===== config.mk =====
export PLATFORM = sky130hd
export DESIGN_NAME = trace_monitor
export DESIGN_NICKNAME = d
export VERILOG_FILES = /design/src/rtl/trace_monitor.sv
export SDC_FILE = /design/constraint.sdc
export NUM_CORES = 1
export LEC_CHECK = 0
export ABC_AREA = 1
export BUFFER_PORTS_ARGS = -buffer_cell sky130_fd_sc_hd__clkbuf_2
export CAP_MARGIN = 25
export CORE_MARGIN = 2
export CORE_UTILIZATION = 55
export CTS_CLUSTER_SIZE = 16
export DETAILED_ROUTE_END_ITERATION = 7
export PLACE_DENSITY = 0.72
export SLEW_MARGIN = 25
export SYNTH_ARGS = -nofsm -noshare
export SYNTH_HDL_FRONTEND = slang
export SYNTH_SLANG_ARGS = --single-unit
export TNS_END_PERCENT = 30

===== constraint.sdc =====
create_clock -name clk -period 7.9 [get_ports clk]
set_input_delay 1.975 -clock clk [delete_from_list [all_inputs] [get_ports clk]]
set_output_delay 1.975 -clock clk [all_outputs]
set_load 0.005 [all_outputs]

===== src/rtl/trace_monitor.sv =====
`default_nettype none
// ============================================================================
// Module   : trace_monitor
// Purpose  : Runs a CPU under test through reset and run phases and records
//            the most recent DEPTH retired instructions in a circular trace
//            buffer. A run ends when the same PC retires HALT_REPEAT times in
//            a row (halt) or when MAX_CYCLES run cycles have elapsed
//            (timeout). The trace is read back oldest-first while idle/done.
// Ports    : clk        - clock, rising edge
//            rstn       - asynchronous active-low reset
//            start      - begin a run (sampled in IDLE/DONE)
//            valid      - CPU retired an instruction this cycle
//            pc, instr  - PC and instruction word of the retired instruction
//            rd_en      - pop one trace entry
//            cpu_rstn   - registered active-low reset to the CPU
//            rd_data    - {pc,instr} of the popped entry
//            rd_valid   - rd_data valid (one cycle per pop)
//            count      - entries held in the trace buffer
//            cycle_cnt  - run cycles elapsed
//            state      - IDLE=0, RESET=1, RUN=2, DONE=3
//            halted     - run ended by halt detection
//            timeout    - run ended by cycle budget
// Revision : 1.0 - initial release
// ============================================================================
module trace_monitor #(
    parameter int PC_W        = 32,
    parameter int INSTR_W     = 32,
    parameter int DEPTH       = 16,
    parameter int MAX_CYCLES  = 250,
    parameter int HALT_REPEAT = 4,
    parameter int RST_CYCLES  = 2
) (
    input  logic                    clk,
    input  logic                    rstn,
    input  logic                    start,
    input  logic                    valid,
    input  logic [PC_W-1:0]         pc,
    input  logic [INSTR_W-1:0]      instr,
    input  logic                    rd_en,
    output logic                    cpu_rstn,
    output logic [PC_W+INSTR_W-1:0] rd_data,
    output logic                    rd_valid,
    output logic [$clog2(DEPTH):0]  count,
    output logic [31:0]             cycle_cnt,
    output logic [1:0]              state,
    output logic                    halted,
    output logic                    timeout
);

    localparam int c_ADDR_W = $clog2(DEPTH);
    localparam int c_CNT_W  = c_ADDR_W + 1;
    localparam int c_DATA_W = PC_W + INSTR_W;
    localparam int c_REP_W  = $clog2(HALT_REPEAT + 1);
    localparam int c_RST_W  = $clog2(RST_CYCLES + 1);

    localparam logic [1:0] c_IDLE  = 2'd0;
    localparam logic [1:0] c_RESET = 2'd1;
    localparam logic [1:0] c_RUN   = 2'd2;
    localparam logic [1:0] c_DONE  = 2'd3;

    // ------------------------------------------------------------------------
    // State and bookkeeping registers
    // ------------------------------------------------------------------------
    logic [1:0]          r_state;
    logic                r_cpu_rstn;
    logic [c_DATA_W-1:0] r_rd_data;
    logic                r_rd_valid;
    logic [c_CNT_W-1:0]  r_count;
    logic [c_ADDR_W-1:0] r_wptr;
    logic [c_ADDR_W-1:0] r_rptr;
    logic [31:0]         r_cycle_cnt;
    logic                r_halted;
    logic                r_timeout;
    logic [c_REP_W-1:0]  r_repeat;
    logic [PC_W-1:0]     r_last_pc;
    logic [c_RST_W-1:0]  r_rst_cnt;

    // Trace storage is deliberately left out of reset; pointers and count
    // define which entries are meaningful.
    logic [c_DATA_W-1:0] r_mem [DEPTH];

    logic [1:0]          w_next_state;
    logic                w_wr_en;
    logic [c_REP_W-1:0]  w_rep_next;
    logic                w_halt_now;
    logic                w_budget_end;
    logic                w_rd_fire;
    logic                w_enter_reset;
    logic                w_full;

    // ------------------------------------------------------------------------
    // Next-state and qualifier logic
    // ------------------------------------------------------------------------
    always_comb begin
        w_wr_en      = (r_state == c_RUN) && valid;
        w_full       = (r_count == c_CNT_W'(DEPTH));
        w_rep_next   = r_repeat;
        // A zero repeat count marks "no retire yet this run", so the cleared
        // last_pc value cannot masquerade as a previous retire of PC 0.
        if (w_wr_en) begin
            if ((pc == r_last_pc) && (r_repeat != '0)) begin
                w_rep_next = r_repeat + c_REP_W'(1);
            end else begin
                w_rep_next = c_REP_W'(1);
            end
        end
        w_halt_now   = w_wr_en && (w_rep_next == c_REP_W'(HALT_REPEAT));
        w_budget_end = (r_state == c_RUN) && ((r_cycle_cnt + 32'd1) == 32'(MAX_CYCLES));
        w_rd_fire    = rd_en && ((r_state == c_IDLE) || (r_state == c_DONE))
                       && (r_count != '0);

        w_next_state = r_state;
        case (r_state)
            c_IDLE:  if (start) w_next_state = c_RESET;
            c_RESET: if (r_rst_cnt == c_RST_W'(RST_CYCLES - 1)) w_next_state = c_RUN;
            c_RUN:   if (w_halt_now || w_budget_end) w_next_state = c_DONE;
            c_DONE:  if (start) w_next_state = c_RESET;
            default: w_next_state = c_IDLE;
        endcase

        w_enter_reset = (w_next_state == c_RESET) && (r_state != c_RESET);
    end

    // ------------------------------------------------------------------------
    // State register and datapath
    // ------------------------------------------------------------------------
    always_ff @(posedge clk or negedge rstn) begin
        if (!rstn) begin
            r_state     <= c_IDLE;
            r_cpu_rstn  <= 1'b0;
            r_rd_data   <= '0;
            r_rd_valid  <= 1'b0;
            r_count     <= '0;
            r_wptr      <= '0;
            r_rptr      <= '0;
            r_cycle_cnt <= '0;
            r_halted    <= 1'b0;
            r_timeout   <= 1'b0;
            r_repeat    <= '0;
            r_last_pc   <= '0;
            r_rst_cnt   <= '0;
        end else begin
            r_state    <= w_next_state;
            // Registered from the next state so cpu_rstn is high exactly
            // while state reads RUN.
            r_cpu_rstn <= (w_next_state == c_RUN);
            r_rd_valid <= w_rd_fire;

            if (w_rd_fire) begin
                r_rd_data <= r_mem[r_rptr];
                r_rptr    <= r_rptr + c_ADDR_W'(1);
                r_count   <= r_count - c_CNT_W'(1);
            end

            if (w_enter_reset) begin
                // Placed after the read update so a new run always starts
                // from an empty trace.
                r_count     <= '0;
                r_wptr      <= '0;
                r_rptr      <= '0;
                r_cycle_cnt <= '0;
                r_halted    <= 1'b0;
                r_timeout   <= 1'b0;
                r_repeat    <= '0;
                r_last_pc   <= '0;
                r_rst_cnt   <= '0;
            end else if (r_state == c_RESET) begin
                r_rst_cnt <= r_rst_cnt + c_RST_W'(1);
            end else if (r_state == c_RUN) begin
                r_cycle_cnt <= r_cycle_cnt + 32'd1;
                if (w_wr_en) begin
                    r_wptr    <= r_wptr + c_ADDR_W'(1);
                    r_last_pc <= pc;
                    r_repeat  <= w_rep_next;
                    // When full, the write lands on the oldest entry, so the
                    // read pointer moves past it and the count saturates.
                    if (w_full) begin
                        r_rptr <= r_rptr + c_ADDR_W'(1);
                    end else begin
                        r_count <= r_count + c_CNT_W'(1);
                    end
                end
                // Halt takes priority when both end conditions coincide.
                if (w_halt_now) begin
                    r_halted <= 1'b1;
                end else if (w_budget_end) begin
                    r_timeout <= 1'b1;
                end
            end
        end
    end

    always_ff @(posedge clk) begin
        if (w_wr_en) begin
            r_mem[r_wptr] <= {pc, instr};
        end
    end

    assign cpu_rstn  = r_cpu_rstn;
    assign rd_data   = r_rd_data;
    assign rd_valid  = r_rd_valid;
    assign count     = r_count;
    assign cycle_cnt = r_cycle_cnt;
    assign state     = r_state;
    assign halted    = r_halted;
    assign timeout   = r_timeout;

endmodule
`default_nettype wire

-- Word-level counts from Yosys, hierarchy flattened
Memories as Yosys holds them, arrays and structs flattened. A register that Yosys moved wholly into a read port is not among the register bits.
Index checks and enable logic that the tools add are counted.
- flip-flop bits (word level): 88
- RAM bits: 1024
- bits of input ports: 69
- output and inout bits: 107
- word-level logic and storage cells: 102
- memories: 1
- memory list (memory ; depth ; width ; rd ports ; clocked after memory_dff ; wr ports ; RTL line ; text):
    r_mem ; 16 ; 64 ; 1 ; 1 ; 1 ; 80 ; logic [c_DATA_W-1:0] r_mem [DEPTH];
- add/subtract/negate cells: 7
- eq/ne operators: 13
- mux-type cells: 46
- reduce and logical (&&, ||, !) cells: 23
- operator list (operator ; number):
    32-bit 2-to-1 mux ; 7
    4-bit 2-to-1 mux ; 10
    32-bit by 1-bit adder with 32-bit output, second input constant ; 1
    32-bit equality test ; 1
    32-bit by 8-bit equality test with 1-bit output, second input constant ; 1
    5-bit 2-to-1 mux ; 6
    3-bit 2-to-1 mux ; 6
    1-bit 2-to-1 mux ; 11
    2-bit 2-to-1 mux ; 5
    2-bit nonzero test ; 5
    4-bit by 1-bit adder with 4-bit output, second input constant ; 2
    1-bit logical AND ; 7
    2-bit by 1-bit equality test with 1-bit output, second input constant ; 3
    2-bit equality test, second input constant ; 3
    2-bit case mux with 3 select lines ; 1
    3-bit AND reduction ; 2
    5-bit by 1-bit adder with 5-bit output, second input constant ; 1
    5-bit equality test, second input constant ; 1
    5-bit nonzero test ; 1
    5-bit by 1-bit subtractor with 5-bit output, second input constant ; 1
    2-bit by 1-bit inequality test with 1-bit output, second input constant ; 2
    4-bit AND reduction ; 1
    3-bit by 1-bit adder with 3-bit output, second input constant ; 1
    3-bit equality test, second input constant ; 1
    8 further kinds ; 9

-- Logic depth before layout (Yosys ltp)
- word-level depth: 13
- mapped depth: 18
- gate-level depth less buffers: 17

-- Least setup slack after synthesis
OpenSTA, ideal clock, no wires.
- kind: input to register
- start: input port valid
- end: memory r_mem[0][0] in the netlist's numbering (enable)
- setup time: 486 ps
- arrival: 4993 ps
- required time: 7414 ps
- setup slack: 2421 ps
- stages: 4
- path buffers: 0
- path through: nand2_1 -> inv_1 -> nand2_1 -> nor2_1
- word-level cells in the longest chain between the ends: 3
- RTL lines (what ; RTL line ; text):
    from (decl) ; 36 ; input logic valid,
    1-bit logical AND ; 95 ; w_wr_en = (r_state == c_RUN) && valid;
    1-bit 2-to-1 mux ; 194 ; if (w_wr_en) begin
    1-bit 2-to-1 mux (not written as such) ; 195 ; r_mem[r_wptr] <= {pc, instr};
    to (decl) ; 80 ;
Every way passes these cells.

-- Final worst setup path
- start: register r_state[0] (netlist: state[0])
- end: register r_rptr[3]
- word-level cells in the longest chain between the ends: 11
- elaborated cells between the ends (all ways): 27
- classes of those cells: eq/ne (6); mux (11); reduce/logical (10)
- RTL lines (what ; RTL line ; text):
    from (decl) ; 64 ; logic [1:0] r_state;
    from (signal assigned) ; 129 ; r_state <= c_IDLE;
    from (signal assigned) ; 143 ; r_state <= w_next_state;
    2-bit equality test ; -- ;
    1-bit logical AND ; 95 ;
    3-bit 2-to-1 mux ; 100 ; if (w_wr_en) begin
    3-bit equality test ; 107 ; w_halt_now = w_wr_en && (w_rep_next == c_REP_W'(HALT_REPEAT));
    1-bit logical AND ; 107 ;
    1-bit logical OR ; 116 ; c_RUN: if (w_halt_now || w_budget_end) w_next_state = c_DONE;
    2-bit 2-to-1 mux ; 116 ;
    2-bit case mux with 3 select lines ; 113 ; case (r_state)
    2-bit by 1-bit equality test with 1-bit output ; 121 ; w_enter_reset = (w_next_state == c_RESET) && (r_state != c_RESET);
    1-bit logical AND ; 121 ;
    4-bit 2-to-1 mux (*) ; 155 ; if (w_enter_reset) begin
    to (signal assigned) ; 151 ; r_rptr <= r_rptr + c_ADDR_W'(1);
    to (signal assigned) ; 178 ; r_rptr <= r_rptr + c_ADDR_W'(1);
    to (decl) ; 70 ; logic [c_ADDR_W-1:0] r_rptr;
Every way passes the cells marked *; elsewhere a longest branch is shown, timed or not.
A chain may end at the register's enable or synchronous reset.

==> reports/results.tsv <==
metric	value	unit
syn_inst	3946	
cts-htree-levels	3	
yosysTopAreaCell	edfxtp_1	
finClkSkew	29.1	ps
p_leak	19.2	nW
syn_area_per_cell	12.1	µm²
register_area	0.0346	mm²
fin_crit_sh	59.5	%
dpl_cell_area	0.0495	mm²
crit_path_top_delay_cell	inv_1	
dpl_worst_slack	2930	ps
drt-initial-drc-count	3418	
cap_violations	0	
synth_nets	4030	
gp_congestion	0.891	
grt.total_usage	26.7	%
ios	176	
max_freq	213	MHz
nFillCells	6440	
clock_latency	690	ps
vias_per_cell	6.02	
status	completed	
coreArea	0.0855	mm²
wirelength	120000	µm
crit_top_cell	inv_1	
final_cells	5279	
areaGrowthSynthToFinish	11.9	%
start_util	55.7	%
most-common-layout-cells	edfxtp_1 (1024), nor2_1 (748), o21ai_0 (615)	
post_cts_buffers	0	
cts_sinks	1176	
yosys-top-cells-area	edfxtp_1 (65%), dfrtp_1 (8.0%), o21ai_0 (6.5%)	
dp_hpwl	60300	µm
min_period	4700	ps
grt-ovfl-total	0	
min_path_type	reg -> reg	
drc	0	
cp_max_fo	55	
dp_cells	5056	
timing.slew.headroom	27.8	%
die_area	0.0890	mm²
antenna_found_initial	12	
worstPathCellList	ha_1 -> inv_1 -> nand2_1 -> inv_1 -> buf_4 -> nand2_2 -> inv_1 -> nand3_1 -> nand2_1 -> nand4_1 -> xor2_1 -> inv_1 -> nand2_1 -> inv_2	
setup_tns	0	ps
endpoint_kind	flip-flop	
worst_pin_slew	1080	ps
grt_max_degree	245	
crit_path_max_incr_delay	950	ps
rsz0062_at_grt	no	
die_h	298	µm
path_clk_slew	60	ps
grt_first_pass_wirelength	181000	µm
worstSetupStartpointType	flip-flop	
layout_commonest_cell	edfxtp_1	
hold_buffers	0	
worstSetupPathType	reg -> reg	
rows	107	
layout_setup_ws	3200	ps
post_drt_wl_per_cell	22.8	µm
slew_viol_final	0	
grt_pass1_vias	30400	
synth_area	0.0476	mm²
cts_resized	0	
synth-seq-cells	1176	
synth_cell_types	36	
yosysWarnings	0	
port_buffers	175	
design_area	0.0533	mm²
setup_violations	0	
cts_tree	yes	
ys_seq_area_share	72.5	%
multi_input_area	0.0115	mm²
num_vias	31800	
cts_root_buffer	clkbuf_16	
clk_path_buf_depth	3	
nets	4114	
p_per_area	316	mW/mm²
die_x	298	µm
arrival	5290	ps
antenna_left	0	
drive_gt1_share	11.4	%
irDropWorstVdd	0.000293	V
hold_viol	0	
synth_top_cell_area_share	64.5	%
first_pass_iters	5	
cts_buffers	114	
crit_required	8490	ps
[stage by stage]
| stage | util [%] | power, mW | hold WS [ps] |
|---|---|---|---|
| final | 62.3 | 16.9 | 508 |
| after global routing | 62.3 | 17.6 | 555 |
| after CTS | 62.3 | 16.9 | 509 |
| after detailed placement | 57.9 | 11.6 | 492 |
| after global placement | 57.9 | 11.5 | 490 |
| after floorplan | - | 10.3 | 471 |
[cells in the mapped netlist, drive strengths merged]
library cell  number
a211oi             1
a21oi              3
a31o               1
a31oi             70
and2               2
buf               22
clkbuf           225
dfrtp            152
edfxtp          1024
ha                15
inv              199
nand2            402
nand3            118
nand3b             7
nand4             16
nor2             770
nor2b              1
nor3               5
nor3b              1
o211ai             1
o21a               1
o21ai            616
o21bai             4
o221ai           176
o22ai             83
or2                3
xnor2             14
xor2              14
[area by class of cell]
cell class                 instances  share of cell area, %
inverter                         199                   1.45
multi-input combinational       2324                   21.5
antenna                            5                 0.0235
timing repair buffer             215                   2.49
sequential                      1176                   64.8
tap                             1144                   2.68
clock buffer                     161                   6.12
clock inverter                    55                  0.885
[cells by family after synthesis]
family / count (synthesis) / share of synthesized area, %
simple gates: 1325 / 11.0
buf+inv: 446 / 3.65
fa+ha+maj: 15 / 0.394
compound gates: 956 / 11.9
xor+xnor: 28 / 0.515
flops: 1176 / 72.5
[state kept, by name (all words and copies together) (netlist names)]
signal / count
r_wptr: 4
timeout: 1
r_mem: 1024
r_repeat: 3
state: 2
r_last_pc: 32
rd_valid: 1
cycle_cnt: 32
halted: 1
r_rptr: 4
rd_data: 64
cpu_rstn: 1
r_rst_cnt: 2
count: 5
[worst paths after layout]
path,startpoint,to,slack [ps],cells after the start
max,state[0]$_DFF_PN0_,r_rptr[3]$_DFF_PN0_,3200,14
min,r_rst_cnt[1]$_DFFE_PN0P_,r_rst_cnt[1]$_DFFE_PN0P_,510,2
max reg2reg,state[0]$_DFF_PN0_,r_rptr[3]$_DFF_PN0_,3200,14
min reg2reg,r_rst_cnt[1]$_DFFE_PN0P_,r_rst_cnt[1]$_DFFE_PN0P_,510,2
max in group asynchronous,rstn,rd_data[16]$_DFFE_PN0P_,5140,2
min in group asynchronous,rstn,cycle_cnt[28]$_DFFE_PN0P_,1370,1
[power by group]
group          switching [mW]  internal [mW]  leakage, nW
combinational            2.85           1.05         6.09
sequential              0.246           7.37         11.2
clock                    2.32           3.02         1.82
[per-layer routing]
metal  track usage, %  part of all wire (%)  up-vias
met3             4.83                   9.3      233
met2             42.5                    47     1555
met1             37.4                    41    15600
li1                 -                     -    14400
met4             8.96                   2.5       12
met5                0                 0.076        -
[worst max-delay path: cells and delay by family, from the launching register on]
kind	cells	cell delay, ps
and+or+nand+nor	6	1790
DFF	1	450
xor gates and xnor gates	1	190
adders and majority gates	1	250
buffers and inverters	6	1910
(Power assumes the default switching activity.)
